==> config.mk <==
export PLATFORM = sky130hd
export DESIGN_NAME = mc_cu
export DESIGN_NICKNAME = d
export VERILOG_FILES = /design/src/rtl/mc_cu_pkg.sv /design/src/rtl/mc_cu_decode.sv /design/src/rtl/mc_cu.sv
export SDC_FILE = /design/constraint.sdc
export NUM_CORES = 1
export LEC_CHECK = 0
export ABC_AREA = 1
export BUFFER_PORTS_ARGS = -buffer_cell sky130_fd_sc_hd__buf_2
export CORE_MARGIN = 2
export CORE_UTILIZATION = 25
export DETAILED_ROUTE_END_ITERATION = 8
export SLEW_MARGIN = 20
export SYNTH_ARGS = -nofsm -noshare
export SYNTH_HDL_FRONTEND = slang
export SYNTH_SLANG_ARGS = --single-unit
==> constraint.sdc <==
create_clock -name clock -period 2.1 [get_ports clock]
set_input_delay 0.105 -clock clock [delete_from_list [all_inputs] [get_ports clock]]
set_output_delay 0.105 -clock clock [all_outputs]
set_load 0.1 [all_outputs]
==> src/rtl/mc_cu_pkg.sv <==
`default_nettype none
//============================================================================
// Module   : mc_cu_pkg
// Brief    : Shared encodings for the multicycle MIPS-subset control unit.
// Revision : 1.0  initial release
//============================================================================
package mc_cu_pkg;

    typedef enum logic [2:0] {
        S_IF  = 3'd0,
        S_ID  = 3'd1,
        S_EXE = 3'd2,
        S_MEM = 3'd3,
        S_WB  = 3'd4
    } state_t;

    // ALU operation codes
    localparam logic [3:0] c_ALU_ADD  = 4'b0000;
    localparam logic [3:0] c_ALU_SUB  = 4'b0100;
    localparam logic [3:0] c_ALU_AND  = 4'b0001;
    localparam logic [3:0] c_ALU_OR   = 4'b0101;
    localparam logic [3:0] c_ALU_XOR  = 4'b0010;
    localparam logic [3:0] c_ALU_LUI  = 4'b0110;
    localparam logic [3:0] c_ALU_SLL  = 4'b0011;
    localparam logic [3:0] c_ALU_SRL  = 4'b0111;
    localparam logic [3:0] c_ALU_SRA  = 4'b1111;
    localparam logic [3:0] c_ALU_SLT  = 4'b1001;
    localparam logic [3:0] c_ALU_SLTU = 4'b1011;
    localparam logic [3:0] c_ALU_NOR  = 4'b1010;

    localparam logic [5:0] c_OP_RTYPE = 6'h00;
    localparam logic [5:0] c_OP_J     = 6'h02;
    localparam logic [5:0] c_OP_JAL   = 6'h03;
    localparam logic [5:0] c_OP_BEQ   = 6'h04;
    localparam logic [5:0] c_OP_BNE   = 6'h05;
    localparam logic [5:0] c_OP_ADDI  = 6'h08;
    localparam logic [5:0] c_OP_SLTI  = 6'h0A;
    localparam logic [5:0] c_OP_SLTIU = 6'h0B;
    localparam logic [5:0] c_OP_ANDI  = 6'h0C;
    localparam logic [5:0] c_OP_ORI   = 6'h0D;
    localparam logic [5:0] c_OP_XORI  = 6'h0E;
    localparam logic [5:0] c_OP_LUI   = 6'h0F;
    localparam logic [5:0] c_OP_LW    = 6'h23;
    localparam logic [5:0] c_OP_SW    = 6'h2B;

    localparam logic [5:0] c_FN_SLL   = 6'h00;
    localparam logic [5:0] c_FN_SRL   = 6'h02;
    localparam logic [5:0] c_FN_SRA   = 6'h03;
    localparam logic [5:0] c_FN_JR    = 6'h08;
    localparam logic [5:0] c_FN_ADD   = 6'h20;
    localparam logic [5:0] c_FN_SUB   = 6'h22;
    localparam logic [5:0] c_FN_AND   = 6'h24;
    localparam logic [5:0] c_FN_OR    = 6'h25;
    localparam logic [5:0] c_FN_XOR   = 6'h26;
    localparam logic [5:0] c_FN_NOR   = 6'h27;
    localparam logic [5:0] c_FN_SLT   = 6'h2A;
    localparam logic [5:0] c_FN_SLTU  = 6'h2B;

    localparam logic [1:0] c_ALUB_REG  = 2'b00;
    localparam logic [1:0] c_ALUB_FOUR = 2'b01;
    localparam logic [1:0] c_ALUB_IMM  = 2'b10;
    localparam logic [1:0] c_ALUB_IMM4 = 2'b11;

    localparam logic [1:0] c_PC_ALU    = 2'b00;
    localparam logic [1:0] c_PC_ALUOUT = 2'b01;
    localparam logic [1:0] c_PC_REGA   = 2'b10;
    localparam logic [1:0] c_PC_JUMP   = 2'b11;

    typedef struct packed {
        logic op_add;
        logic op_sub;
        logic op_and;
        logic op_or;
        logic op_xor;
        logic op_nor;
        logic op_slt;
        logic op_sltu;
        logic op_sll;
        logic op_srl;
        logic op_sra;
        logic op_jr;
        logic op_addi;
        logic op_andi;
        logic op_ori;
        logic op_xori;
        logic op_lui;
        logic op_slti;
        logic op_sltiu;
        logic op_lw;
        logic op_sw;
        logic op_beq;
        logic op_bne;
        logic op_j;
        logic op_jal;
    } inst_t;

endpackage
`default_nettype wire

==> src/rtl/mc_cu_decode.sv <==
`default_nettype none
//============================================================================
// Module   : mc_cu_decode
// Brief    : Combinational instruction decoder: one-hot flags, classes, ALU op.
// Revision : 1.0  initial release
//============================================================================
module mc_cu_decode
    import mc_cu_pkg::*;
#(
    parameter bit EXT_ISA = 1'b1
) (
    input  logic [5:0] i_op,
    input  logic [5:0] i_func,
    output inst_t      o_inst,
    output logic [3:0] o_aluc,
    output logic       o_regrt,
    output logic       o_sext,
    output logic       o_shift,
    output logic       o_rtype,
    output logic       o_itype,
    output logic       o_load,
    output logic       o_store,
    output logic       o_branch,
    output logic       o_jump,
    output logic       o_illegal
);

    logic w_ext_en;
    logic w_r;

    generate
        if (EXT_ISA) begin : g_ext
            assign w_ext_en = 1'b1;
        end else begin : g_no_ext
            assign w_ext_en = 1'b0;
        end
    endgenerate

    assign w_r = (i_op == c_OP_RTYPE);

    always_comb begin
        o_inst          = '0;
        o_inst.op_add   = w_r && (i_func == c_FN_ADD);
        o_inst.op_sub   = w_r && (i_func == c_FN_SUB);
        o_inst.op_and   = w_r && (i_func == c_FN_AND);
        o_inst.op_or    = w_r && (i_func == c_FN_OR);
        o_inst.op_xor   = w_r && (i_func == c_FN_XOR);
        o_inst.op_nor   = w_r && (i_func == c_FN_NOR)  && w_ext_en;
        o_inst.op_slt   = w_r && (i_func == c_FN_SLT)  && w_ext_en;
        o_inst.op_sltu  = w_r && (i_func == c_FN_SLTU) && w_ext_en;
        o_inst.op_sll   = w_r && (i_func == c_FN_SLL);
        o_inst.op_srl   = w_r && (i_func == c_FN_SRL);
        o_inst.op_sra   = w_r && (i_func == c_FN_SRA);
        o_inst.op_jr    = w_r && (i_func == c_FN_JR);
        o_inst.op_addi  = (i_op == c_OP_ADDI);
        o_inst.op_andi  = (i_op == c_OP_ANDI);
        o_inst.op_ori   = (i_op == c_OP_ORI);
        o_inst.op_xori  = (i_op == c_OP_XORI);
        o_inst.op_lui   = (i_op == c_OP_LUI);
        o_inst.op_slti  = (i_op == c_OP_SLTI)  && w_ext_en;
        o_inst.op_sltiu = (i_op == c_OP_SLTIU) && w_ext_en;
        o_inst.op_lw    = (i_op == c_OP_LW);
        o_inst.op_sw    = (i_op == c_OP_SW);
        o_inst.op_beq   = (i_op == c_OP_BEQ);
        o_inst.op_bne   = (i_op == c_OP_BNE);
        o_inst.op_j     = (i_op == c_OP_J);
        o_inst.op_jal   = (i_op == c_OP_JAL);
    end

    assign o_shift  = o_inst.op_sll | o_inst.op_srl | o_inst.op_sra;
    assign o_rtype  = o_inst.op_add | o_inst.op_sub | o_inst.op_and | o_inst.op_or
                    | o_inst.op_xor | o_inst.op_nor | o_inst.op_slt | o_inst.op_sltu
                    | o_shift;
    assign o_itype  = o_inst.op_addi | o_inst.op_andi | o_inst.op_ori | o_inst.op_xori
                    | o_inst.op_lui | o_inst.op_slti | o_inst.op_sltiu;
    assign o_load   = o_inst.op_lw;
    assign o_store  = o_inst.op_sw;
    assign o_branch = o_inst.op_beq | o_inst.op_bne;
    assign o_jump   = o_inst.op_j | o_inst.op_jal | o_inst.op_jr;
    assign o_regrt  = o_itype | o_load;
    assign o_sext   = o_inst.op_addi | o_inst.op_slti | o_inst.op_sltiu
                    | o_load | o_store | o_branch;

    // Anything outside every class (including disabled extensions) is illegal
    assign o_illegal = ~(o_rtype | o_itype | o_load | o_store | o_branch | o_jump);

    always_comb begin
        o_aluc = c_ALU_ADD;
        if (o_inst.op_sub || o_branch)
            o_aluc = c_ALU_SUB;
        else if (o_inst.op_and || o_inst.op_andi)
            o_aluc = c_ALU_AND;
        else if (o_inst.op_or || o_inst.op_ori)
            o_aluc = c_ALU_OR;
        else if (o_inst.op_xor || o_inst.op_xori)
            o_aluc = c_ALU_XOR;
        else if (o_inst.op_nor)
            o_aluc = c_ALU_NOR;
        else if (o_inst.op_lui)
            o_aluc = c_ALU_LUI;
        else if (o_inst.op_sll)
            o_aluc = c_ALU_SLL;
        else if (o_inst.op_srl)
            o_aluc = c_ALU_SRL;
        else if (o_inst.op_sra)
            o_aluc = c_ALU_SRA;
        else if (o_inst.op_slt || o_inst.op_slti)
            o_aluc = c_ALU_SLT;
        else if (o_inst.op_sltu || o_inst.op_sltiu)
            o_aluc = c_ALU_SLTU;
    end

endmodule
`default_nettype wire

==> src/rtl/mc_cu.sv <==
`default_nettype none
//============================================================================
// Module   : mc_cu
// Brief    : Multicycle IF/ID/EXE/MEM/WB control FSM with memory-ready handshake.
// Revision : 1.0  initial release
//============================================================================
module mc_cu
    import mc_cu_pkg::*;
#(
    parameter bit MEM_WAIT_EN = 1'b1,
    parameter bit EXT_ISA     = 1'b1,
    parameter int ALUC_W      = 4
) (
    input  logic              clock,
    input  logic              reset,
    input  logic [5:0]        op,
    input  logic [5:0]        func,
    input  logic              z,
    input  logic              mem_ready,
    output logic              wpc,
    output logic              wir,
    output logic              wmem,
    output logic              wreg,
    output logic              iord,
    output logic              regrt,
    output logic              m2reg,
    output logic              jal,
    output logic              sext,
    output logic              shift,
    output logic              alusrca,
    output logic [1:0]        alusrcb,
    output logic [ALUC_W-1:0] aluc,
    output logic [1:0]        pcsource,
    output logic [2:0]        state,
    output logic              illegal
);

    state_t     r_state;
    state_t     w_next;
    inst_t      w_inst;
    logic [3:0] w_dec_aluc;
    logic       w_dec_regrt, w_dec_sext, w_dec_shift;
    logic       w_dec_rtype, w_dec_itype, w_dec_load, w_dec_store;
    logic       w_dec_branch, w_dec_jump, w_dec_illegal;
    logic       w_mem_ready;
    logic       w_wpc, w_wir, w_wmem, w_wreg;
    logic [3:0] w_aluc;
    logic       w_unused;

    mc_cu_decode #(
        .EXT_ISA (EXT_ISA)
    ) u_decode (
        .i_op      (op),
        .i_func    (func),
        .o_inst    (w_inst),
        .o_aluc    (w_dec_aluc),
        .o_regrt   (w_dec_regrt),
        .o_sext    (w_dec_sext),
        .o_shift   (w_dec_shift),
        .o_rtype   (w_dec_rtype),
        .o_itype   (w_dec_itype),
        .o_load    (w_dec_load),
        .o_store   (w_dec_store),
        .o_branch  (w_dec_branch),
        .o_jump    (w_dec_jump),
        .o_illegal (w_dec_illegal)
    );

    assign w_unused = ^{w_inst, w_dec_itype, w_dec_jump};

    generate
        if (MEM_WAIT_EN) begin : g_mem_wait
            assign w_mem_ready = mem_ready;
        end else begin : g_no_mem_wait
            assign w_mem_ready = 1'b1;
        end
    endgenerate

    always_ff @(posedge clock or posedge reset) begin
        if (reset)
            r_state <= S_IF;
        else
            r_state <= w_next;
    end

    always_comb begin
        w_next   = S_IF;
        w_wpc    = 1'b0;
        w_wir    = 1'b0;
        w_wmem   = 1'b0;
        w_wreg   = 1'b0;
        iord     = 1'b0;
        regrt    = 1'b0;
        m2reg    = 1'b0;
        jal      = 1'b0;
        sext     = 1'b0;
        shift    = 1'b0;
        alusrca  = 1'b0;
        alusrcb  = c_ALUB_REG;
        w_aluc   = c_ALU_ADD;
        pcsource = c_PC_ALU;
        illegal  = 1'b0;
        case (r_state)
            S_IF: begin
                alusrcb = c_ALUB_FOUR;
                if (w_mem_ready) begin
                    w_wir  = 1'b1;
                    w_wpc  = 1'b1;
                    w_next = S_ID;
                end else begin
                    w_next = S_IF;
                end
            end
            S_ID: begin
                // ALU precomputes the branch target while the register file is read
                alusrcb = c_ALUB_IMM4;
                sext    = 1'b1;
                if (w_dec_illegal) begin
                    illegal = 1'b1;
                    w_next  = S_IF;
                end else if (w_inst.op_j || w_inst.op_jal) begin
                    w_wpc    = 1'b1;
                    pcsource = c_PC_JUMP;
                    w_wreg   = w_inst.op_jal;
                    jal      = w_inst.op_jal;
                    w_next   = S_IF;
                end else if (w_inst.op_jr) begin
                    w_wpc    = 1'b1;
                    pcsource = c_PC_REGA;
                    w_next   = S_IF;
                end else begin
                    w_next = S_EXE;
                end
            end
            S_EXE: begin
                shift   = w_dec_shift;
                alusrca = ~w_dec_shift;
                alusrcb = (w_dec_rtype || w_dec_branch) ? c_ALUB_REG : c_ALUB_IMM;
                w_aluc  = w_dec_aluc;
                sext    = w_dec_sext;
                if (w_dec_branch) begin
                    w_wpc    = (w_inst.op_beq & z) | (w_inst.op_bne & ~z);
                    pcsource = c_PC_ALUOUT;
                    w_next   = S_IF;
                end else if (w_dec_load || w_dec_store) begin
                    w_next = S_MEM;
                end else begin
                    w_next = S_WB;
                end
            end
            S_MEM: begin
                iord   = 1'b1;
                w_wmem = w_dec_store;
                if (w_mem_ready)
                    w_next = w_dec_store ? S_IF : S_WB;
                else
                    w_next = S_MEM;
            end
            S_WB: begin
                w_wreg = 1'b1;
                m2reg  = w_dec_load;
                regrt  = w_dec_regrt;
                w_next = S_IF;
            end
            default: w_next = S_IF;
        endcase
    end

    // Write strobes are forced off while reset is held, independent of inputs
    assign wpc   = w_wpc  & ~reset;
    assign wir   = w_wir  & ~reset;
    assign wmem  = w_wmem & ~reset;
    assign wreg  = w_wreg & ~reset;
    assign state = r_state;

    generate
        if (ALUC_W > 4) begin : g_aluc_wide
            assign aluc = {{(ALUC_W-4){1'b0}}, w_aluc};
        end else begin : g_aluc_exact
            assign aluc = w_aluc[ALUC_W-1:0];
        end
    endgenerate

endmodule
`default_nettype wire
# After elaboration in Yosys (flattened, before gate mapping)
# Index checks and enable logic that the tools add are counted.
dict set report classes {
  eq_ne 28
  n_mux 48
  n_bitwise 40
  reduce_logical 24
}
# cell count
set op_table {}
lappend op_table {{$eq A6 B6 Y1 const B} 10}
lappend op_table {{$eq A6 B4 Y1 const B} 8}
lappend op_table {{$mux W4} 12}
lappend op_table {{$or A1 B1 Y1} 31}
lappend op_table {{$eq A6 B2 Y1 const B} 4}
lappend op_table {{$mux W1} 19}
lappend op_table {{$mux W2} 7}
lappend op_table {{$eq A6 B3 Y1 const B} 2}
lappend op_table {{$logic_and A1 B1 Y1} 12}
lappend op_table {{$logic_not A6 Y1} 2}
lappend op_table {{$mux W3} 4}
lappend op_table {{$pmux W3 S4} 1}
lappend op_table {{$logic_or A1 B1 Y1} 9}
lappend op_table {{$and A1 B1 Y1} 6}
lappend op_table {{$eq A3 B2 Y1 const B} 2}
lappend op_table {{$pmux W2 S3} 1}
lappend op_table {{$pmux W1 S2} 2}
lappend op_table {{$pmux W2 S2} 1}
lappend op_table {{$eq A3 B1 Y1 const B} 1}
lappend op_table {{$eq A3 B3 Y1 const B} 1}
lappend op_table {{$logic_not A3 Y1} 1}
lappend op_table {{$not A1 Y1} 3}
lappend op_table {{$pmux W1 S3} 1}
dict set report totals {
  ff_bits 3
  in_bits 16
  output_inout_bits 23
  wordCells 141
}

# Depth between registers and ports, before layout
# Gate-level depths: netlist of run 1.
dict set report depth {
  depth_word 18
  mapped_depth 10
}

# Hierarchy
# From an unflattened synthesis of run 1, not the netlist that was laid out.
dict set report hier_totals {
  hier_cells 202
  area_unflattened_um2 991.0
}
# module n_inst cells_each area_per_inst_um2 seq_area_each_um2
set modules_own_cells {}
lappend modules_own_cells {mc_cu_decode 1 131 619.3 0.0}
lappend modules_own_cells {mc_cu 1 71 371.6 75.1}

# Least setup slack after synthesis of run 1
# No wires, ideal clock.
dict set report synth_timing {
  kind {flip-flop to output port}
  from {register r_state[0] (netlist: state[0])}
  to {output port wreg}
  arrival_time_ns 4.482
  t_required_ns 1.995
  slack_ns -2.487
  stages_incl_launch_ff 7
  n_path_buf 0
  path_cell_list {dfrtp_1 > inv_1 > nor3_1 > nand2_1 > nor2_1 > inv_1 > a21oi_1}
}
dict set report synth_between {
  elab_chain_len 3
  elab_cells_between_ends 4
  cone_classes {eq/ne: 2; mux: 1; bitwise: 1}
}
# element line_no
set synth_lines {}
lappend synth_lines {{from (decl)} mc_cu.sv:38} ;# state_t r_state;
lappend synth_lines {{from (signal assigned)} mc_cu.sv:83} ;# r_state <= w_next;
lappend synth_lines {{$eq A3 B3 Y1 or $eq A3 B1 Y1 (tied branches)} mc_cu.sv:103} ;# case (r_state)
lappend synth_lines {{$pmux W1 S2 *} mc_cu.sv:103}
lappend synth_lines {{$and A1 B1 Y1 *} mc_cu.sv:173} ;# assign wreg = w_wreg & ~reset;
lappend synth_lines {{to (decl)} mc_cu.sv:23} ;# output logic wreg,
# Mark *: on every way between the ends. The rest lies on a longest branch, timed or not.

# Final worst setup path of run 1
# Ends and elaborated chain as after synthesis.

==> impl_metrics.toml, run 1 <==
[run_status]
run_status = "finished, final reports clean"

[setup_path]
required_ns = 2.00
arrival_ns = 1.89
cp-end-kind = "primary output"
reg2reg_depth = 6
path_class = "register to primary output"
critPathLaunchType = "register"
path_max_fanout = 4

[sta]
post-route-min-period_ns = 2.00
hold_ws_ns = 0.176
hold_viol = 0
worst_slew_pin_slew_ns = 0.494
timing.fmax_mhz = 501
maxSlewViolCount = 0
rsz0062_at_grt = "false"
worst_slack_ns = 0.104
setup_violations = 0
finalCritPeriodShare = 0.950
slew_headroom = 0.673
fin_worst_skew_ns = 0.00577

[floorplanning]
dieWidth_um = 62.0
die_h_um = 62.0
ioPinCount = 39
initial_core_util = 0.256
core_area_um2 = 3280
dieArea_um2 = 3840
rows = 21

[grt]
grt_pass1_vias = 977
grt_overflow = 0
grt_pass1_wl_mm = 3.93
antenna_found_initial = 0
grt_max_degree = 14
grt.total_usage = 0.132

[detailed_routing]
first_pass_iters = 4
wl_per_cell_um = 9.73
ant_nets = 0
finalWirelength_mm = 2.51
vias = 1180
drt-initial-drc-count = 71
vias_per_cell = 4.57
drc = 0

[pwr]
power.leakage_nw = 0.699
p_per_area_nw_per_um2 = 474
vdd_drop_max_v = 0.000158

[logic_synthesis]
synth_seq_cells = 3
syn_area_per_cell_um2 = 4.94
yosysWarnings = 0
synth_cell_types = 19
postSynthCellCount = 170
synth_seq_area_share = 0.0894
netlist_area_um2 = 840
syn-num-nets = 186

[clocking]
cts_setup_buffers = 0
cts.sinks = 3
cts_tree = "yes"
clock-root-buffer = "clkbuf_4"
cts_buffer_depth = 2
clk_latency_ns = 0.24
clkTransAtPathRegs_ns = 0.04
htree_levels = 1
cts_buffers = 3

[finish]
final_cell_count_no_fill = 258
largest_reg_flops = 3
final_area_um2 = 1290
n_antenna_cell = 0
fin_util = 0.392
syn_to_final_growth_pct = 53.4
layout-drive-gt1-share = 0.354
fin_nets = 229

[min_path]
min_path_cells = 3
hp-class = "primary input to register"

[place]
dp_hpwl_mm = 2.18
dp_slack_ns = 0.346
portBuffers = 38
post_dp_cell_area_um2 = 1250
place_congestion = 0.941
place_inst = 253

[run]
maxCapViolations = 0
==> logic make-up (layout without fill, tap and decap cells) <==
group           Yosys count  in the layout  share of synthesized area
simple gates            125            125                      0.690
buf+inv                  29             71                      0.139
flops                     3              3                     0.0894
compound gates           13             13                     0.0820
==> what timing repair did <==
| action | CTS | global route |
|---|---|---|
| hold buffers | 1 | 0 |
| resized for setup | 0 | 1 |
| setup endpoints to repair | 0 | 1 |
| endpoints found under the hold margin | 3 | 0 |
==> cells in the mapped netlist <==
cell type	number	area (um2)
nor3_1	4	20.0
dfrtp_1	3	75.1
nand2_2	1	6.26
nor2_2	4	25.0
nor3_4	1	16.3
o32ai_1	1	8.76
nor2_1	42	158
nand4_1	2	12.5
buf_6	1	11.3
nor2_4	3	33.8
inv_1	27	101
nor4_1	1	6.26
clkinv_1	1	3.75
nand3b_1	1	7.51
a21oi_1	7	35.0
o21ai_0	5	25.0
nand3_1	22	110
nand3_2	3	30.0
nand2_1	41	154
==> worst max-delay path: stages, from the launching register on <==
cell and delay (ns):
dfrtp_4 0.45, inv_4 0.05, nor3_4 0.25, nand2_1 0.16, nor2_4 0.14, inv_2 0.05
a21oi_4 0.13, buf_2 0.43
==> stage by stage <==
stage	TNS (ns)	total power (W)
after CTS	0	0.000613
final	0	0.000610
after global placement	0	0.000504
after detailed placement	0	0.000505
after global routing	0	0.000652
after floorplan	-0.459	0.000410
==> final timing paths <==
path | slack [ns] | endpoint | from
max in group asynchronous | 1.56 | state[0]$_DFF_PP0_ | reset
setup reg to reg | 0.83 | state[0]$_DFF_PP0_ | state[1]$_DFF_PP0_
hold / removal | 0.18 | state[2]$_DFF_PP0_ | mem_ready
setup / recovery | 0.10 | wreg | state[0]$_DFF_PP0_
min in group asynchronous | 0.39 | state[1]$_DFF_PP0_ | reset
hold reg to reg | 0.64 | state[1]$_DFF_PP0_ | state[1]$_DFF_PP0_
==> layout make-up <==
cell class	instances	area, um2
Clock buffer	4	26.3
Fill cell	360	2000
Inverter	28	110
Multi-Input combinational cell	138	734
Sequential cell	3	83.8
Tap cell	46	57.6
Timing Repair Buffer	39	275
==> metal layers <==
layer  GRT usage  wire length [um]
met5           0                 0
met4      0.0486                63
met3     0.00828                63
met2       0.219              1200
met1       0.179              1180
==> cells in the final DEF (no fill, tap or decap) <==
cell	count
a21oi_2	2
nor3_1	2
inv_4	2
nor3_4	3
clkbuf_4	3
dlygate4sd3_1	1
nand2_2	1
nand2_1	41
o32ai_1	1
dfrtp_4	2
nor2_2	10
buf_12	5
nand3_2	3
nand3_1	22
dfrtp_2	1
o21ai_0	4
nor2_4	5
nor2_1	34
inv_1	24
inv_2	2
nand3b_1	1
clkbuf_1	1
nor4_1	1
a21oi_4	2
a21oi_1	3
buf_2	33
nand4_1	2
o21ai_2	1
==> where the power goes <==
part | switching [W] | total (W) | internal (W)
clock | 0.0000335 | 0.000105 | 0.0000714
sequential | 0.0000124 | 0.0000798 | 0.0000675
combinational | 0.000335 | 0.000425 | 0.0000905
No activity file was read; power rests on OpenSTA's default activity.
==> run 2, diff against run 1 <==
Settings changed: SYNTH_HIERARCHICAL from default to 1.
==> run 2 against run 1 <==
Net effect: synthesized area is 11% higher; worst hold slack about the same; largest cell class unchanged; sequential cell count did not move; via count increased by 1.4%; global-route usage down 0.89 points; non-clock buffer count rose by 1; sequential power down 5.5%; critical endpoint unchanged; register-to-register slack improved by 0.15 ns; critical path depth grew 6; worst setup slack gained 0.12 ns; final cell count grew 8.9%.
==> impl_metrics.toml, run 2 <==
[detailed_routing]
drc = 0
drt-initial-drc-count = 24
finalWirelength_mm = 2.59
vias_per_cell = 4.26
wl_per_cell_um = 9.20
ant_nets = 0
first_pass_iters = 4
vias = 1196

[floorplanning]
die_h_um = 65.1
dieWidth_um = 65.1
core_area_um2 = 3630
rows = 22
ioPinCount = 39
dieArea_um2 = 4240
initial_core_util = 0.257

[clocking]
cts_buffer_depth = 2
cts.repair.resized = 0
cts_setup_buffers = 0
cts_buffers = 3
clock-root-buffer = "clkbuf_8"
cts.sinks = 3
clkTransAtPathRegs_ns = 0.03
htree_levels = 1
cts_tree = "yes"
clk_latency_ns = 0.21

[finish]
fin_nets = 250
layout_common_cells = "47 x inv_1, 40 x nand2_1, 33 x nor2_1, 33 x buf_2, 19 x nand3_1"
final_area_um2 = 1410
final_common_cell = "inv_1"
n_antenna_cell = 0
largest_reg_flops = 3
layout-drive-gt1-share = 0.330
num-fill-cells = 410
syn_to_final_growth_pct = 50.8

[run_status]
run_status = "finished, final reports clean"

[sta]
fin_worst_skew_ns = 0.00164
maxSlewViolCount = 0
rsz0062_at_grt = "false"
timing.fmax_mhz = 532
setup_violations = 0
hold_viol = 0
worst_slew_pin_slew_ns = 0.492
slew_headroom = 0.672
hold_ws_ns = 0.176
post-route-min-period_ns = 1.88
fin_setup_tns_ns = 0
finalCritPeriodShare = 0.894

[grt]
grt_max_degree = 9
antenna_found_initial = 0
grt_pass1_wl_mm = 4.23
grt_pass1_vias = 1050
grt.total_usage = 0.123
grt_overflow = 0

[min_path]
hold_start = "mem_ready"
min_path_cells = 3
hold_end = "state[2]$_DFF_PP0_"
hp-class = "primary input to register"

[setup_path]
path_max_fanout = 8
cp-end-kind = "primary output"
r2r_setup_slack_ns = 0.98
reg2reg_depth = 6
critPathLaunchType = "primary input"
path_class = "primary input to primary output"
arrival_ns = 1.77
rr_startpoint = "state[0]$_DFF_PP0_"
required_ns = 2.00
rr_endpoint = "state[2]$_DFF_PP0_"
startpoint = "op[5]"

[pwr]
p_total_w = 0.000671
vdd_drop_max_v = 0.000143
power.leakage_nw = 0.882
p_per_area_nw_per_um2 = 476

[logic_synthesis]
netlist_area_um2 = 933
postSynthCellCount = 189
yosysWarnings = 6
syn-num-nets = 205
syn_area_per_cell_um2 = 4.94

[place]
dp_hpwl_mm = 2.27
place_congestion = 0.843
post_dp_cell_area_um2 = 1350
portBuffers = 38

[run]
maxCapViolations = 0
-- run 2: final cells by class --
type | instances | area (um2) | share of cell area
multi-input cells | 137 | 758 | 0.539
repair buffers | 40 | 283 | 0.201
inverters | 49 | 184 | 0.131
flip-flops and latches | 3 | 77.6 | 0.0551
well taps | 48 | 60.1 | 0.0427
clock buffers | 4 | 45.0 | 0.0320
-- run 2: repair_timing --
| item | in CTS | in global routing |
|---|---|---|
| hold buffers | 1 | 0 |
| setup endpoints to repair | 0 | 0 |
| hold endpoints to repair | 3 | 0 |
-- run 2: metal layers --
layer | share of wire | up-vias | wire length [um] | global-route usage
met5 | 0 | - | 0 | 0
met4 | 0 | 0 | 0 | 0.0313
met3 | 0.050 | 0 | 128 | 0.0137
met2 | 0.51 | 29 | 1310 | 0.241
met1 | 0.44 | 510 | 1150 | 0.141
li1 | - | 657 | - | -
-- run 2: power by group --
part           internal (W)  switching (W)  leakage (nW)   total, W
Sequential        0.0000657     0.00000974        0.0373  0.0000754
Combinational     0.0000794       0.000350         0.822   0.000430
Clock              0.000129      0.0000362        0.0228   0.000165
Total              0.000274       0.000396         0.882   0.000671
-- run 2: how the worst max path moves through the flow --
stage | slack [ns] | to | depth (start not counted)
finish | 0.22 | wreg | 13
CTS | 0.21 | wreg | 13
global route | 0.08 | wreg | 13
floorplan | -0.19 | m2reg | 2
global placement | 0.28 | wreg | 13
detailed placement | 0.21 | wreg | 13
-- run 2: critical path, cell delays in order --
cell and delay (ns):
buf_2 0.12, nor2_4 0.23, nand3_2 0.14, nor2_1 0.20, nand2_1 0.09, nand2_1 0.07
nor2_1 0.05, nand2_2 0.08, nor2_2 0.05, nor2_4 0.13, nand2_1 0.13, a21oi_4 0.17
buf_12 0.19
-- run 2: stage by stage --
stage                     worst slack (ns)   util  std cells
after floorplan                     -0.187      -        189
after global placement               0.277  0.372        276
after detailed placement             0.214  0.372        276
after CTS                            0.212  0.387        281
after global routing                0.0794  0.387        281
final                                0.222  0.387        281
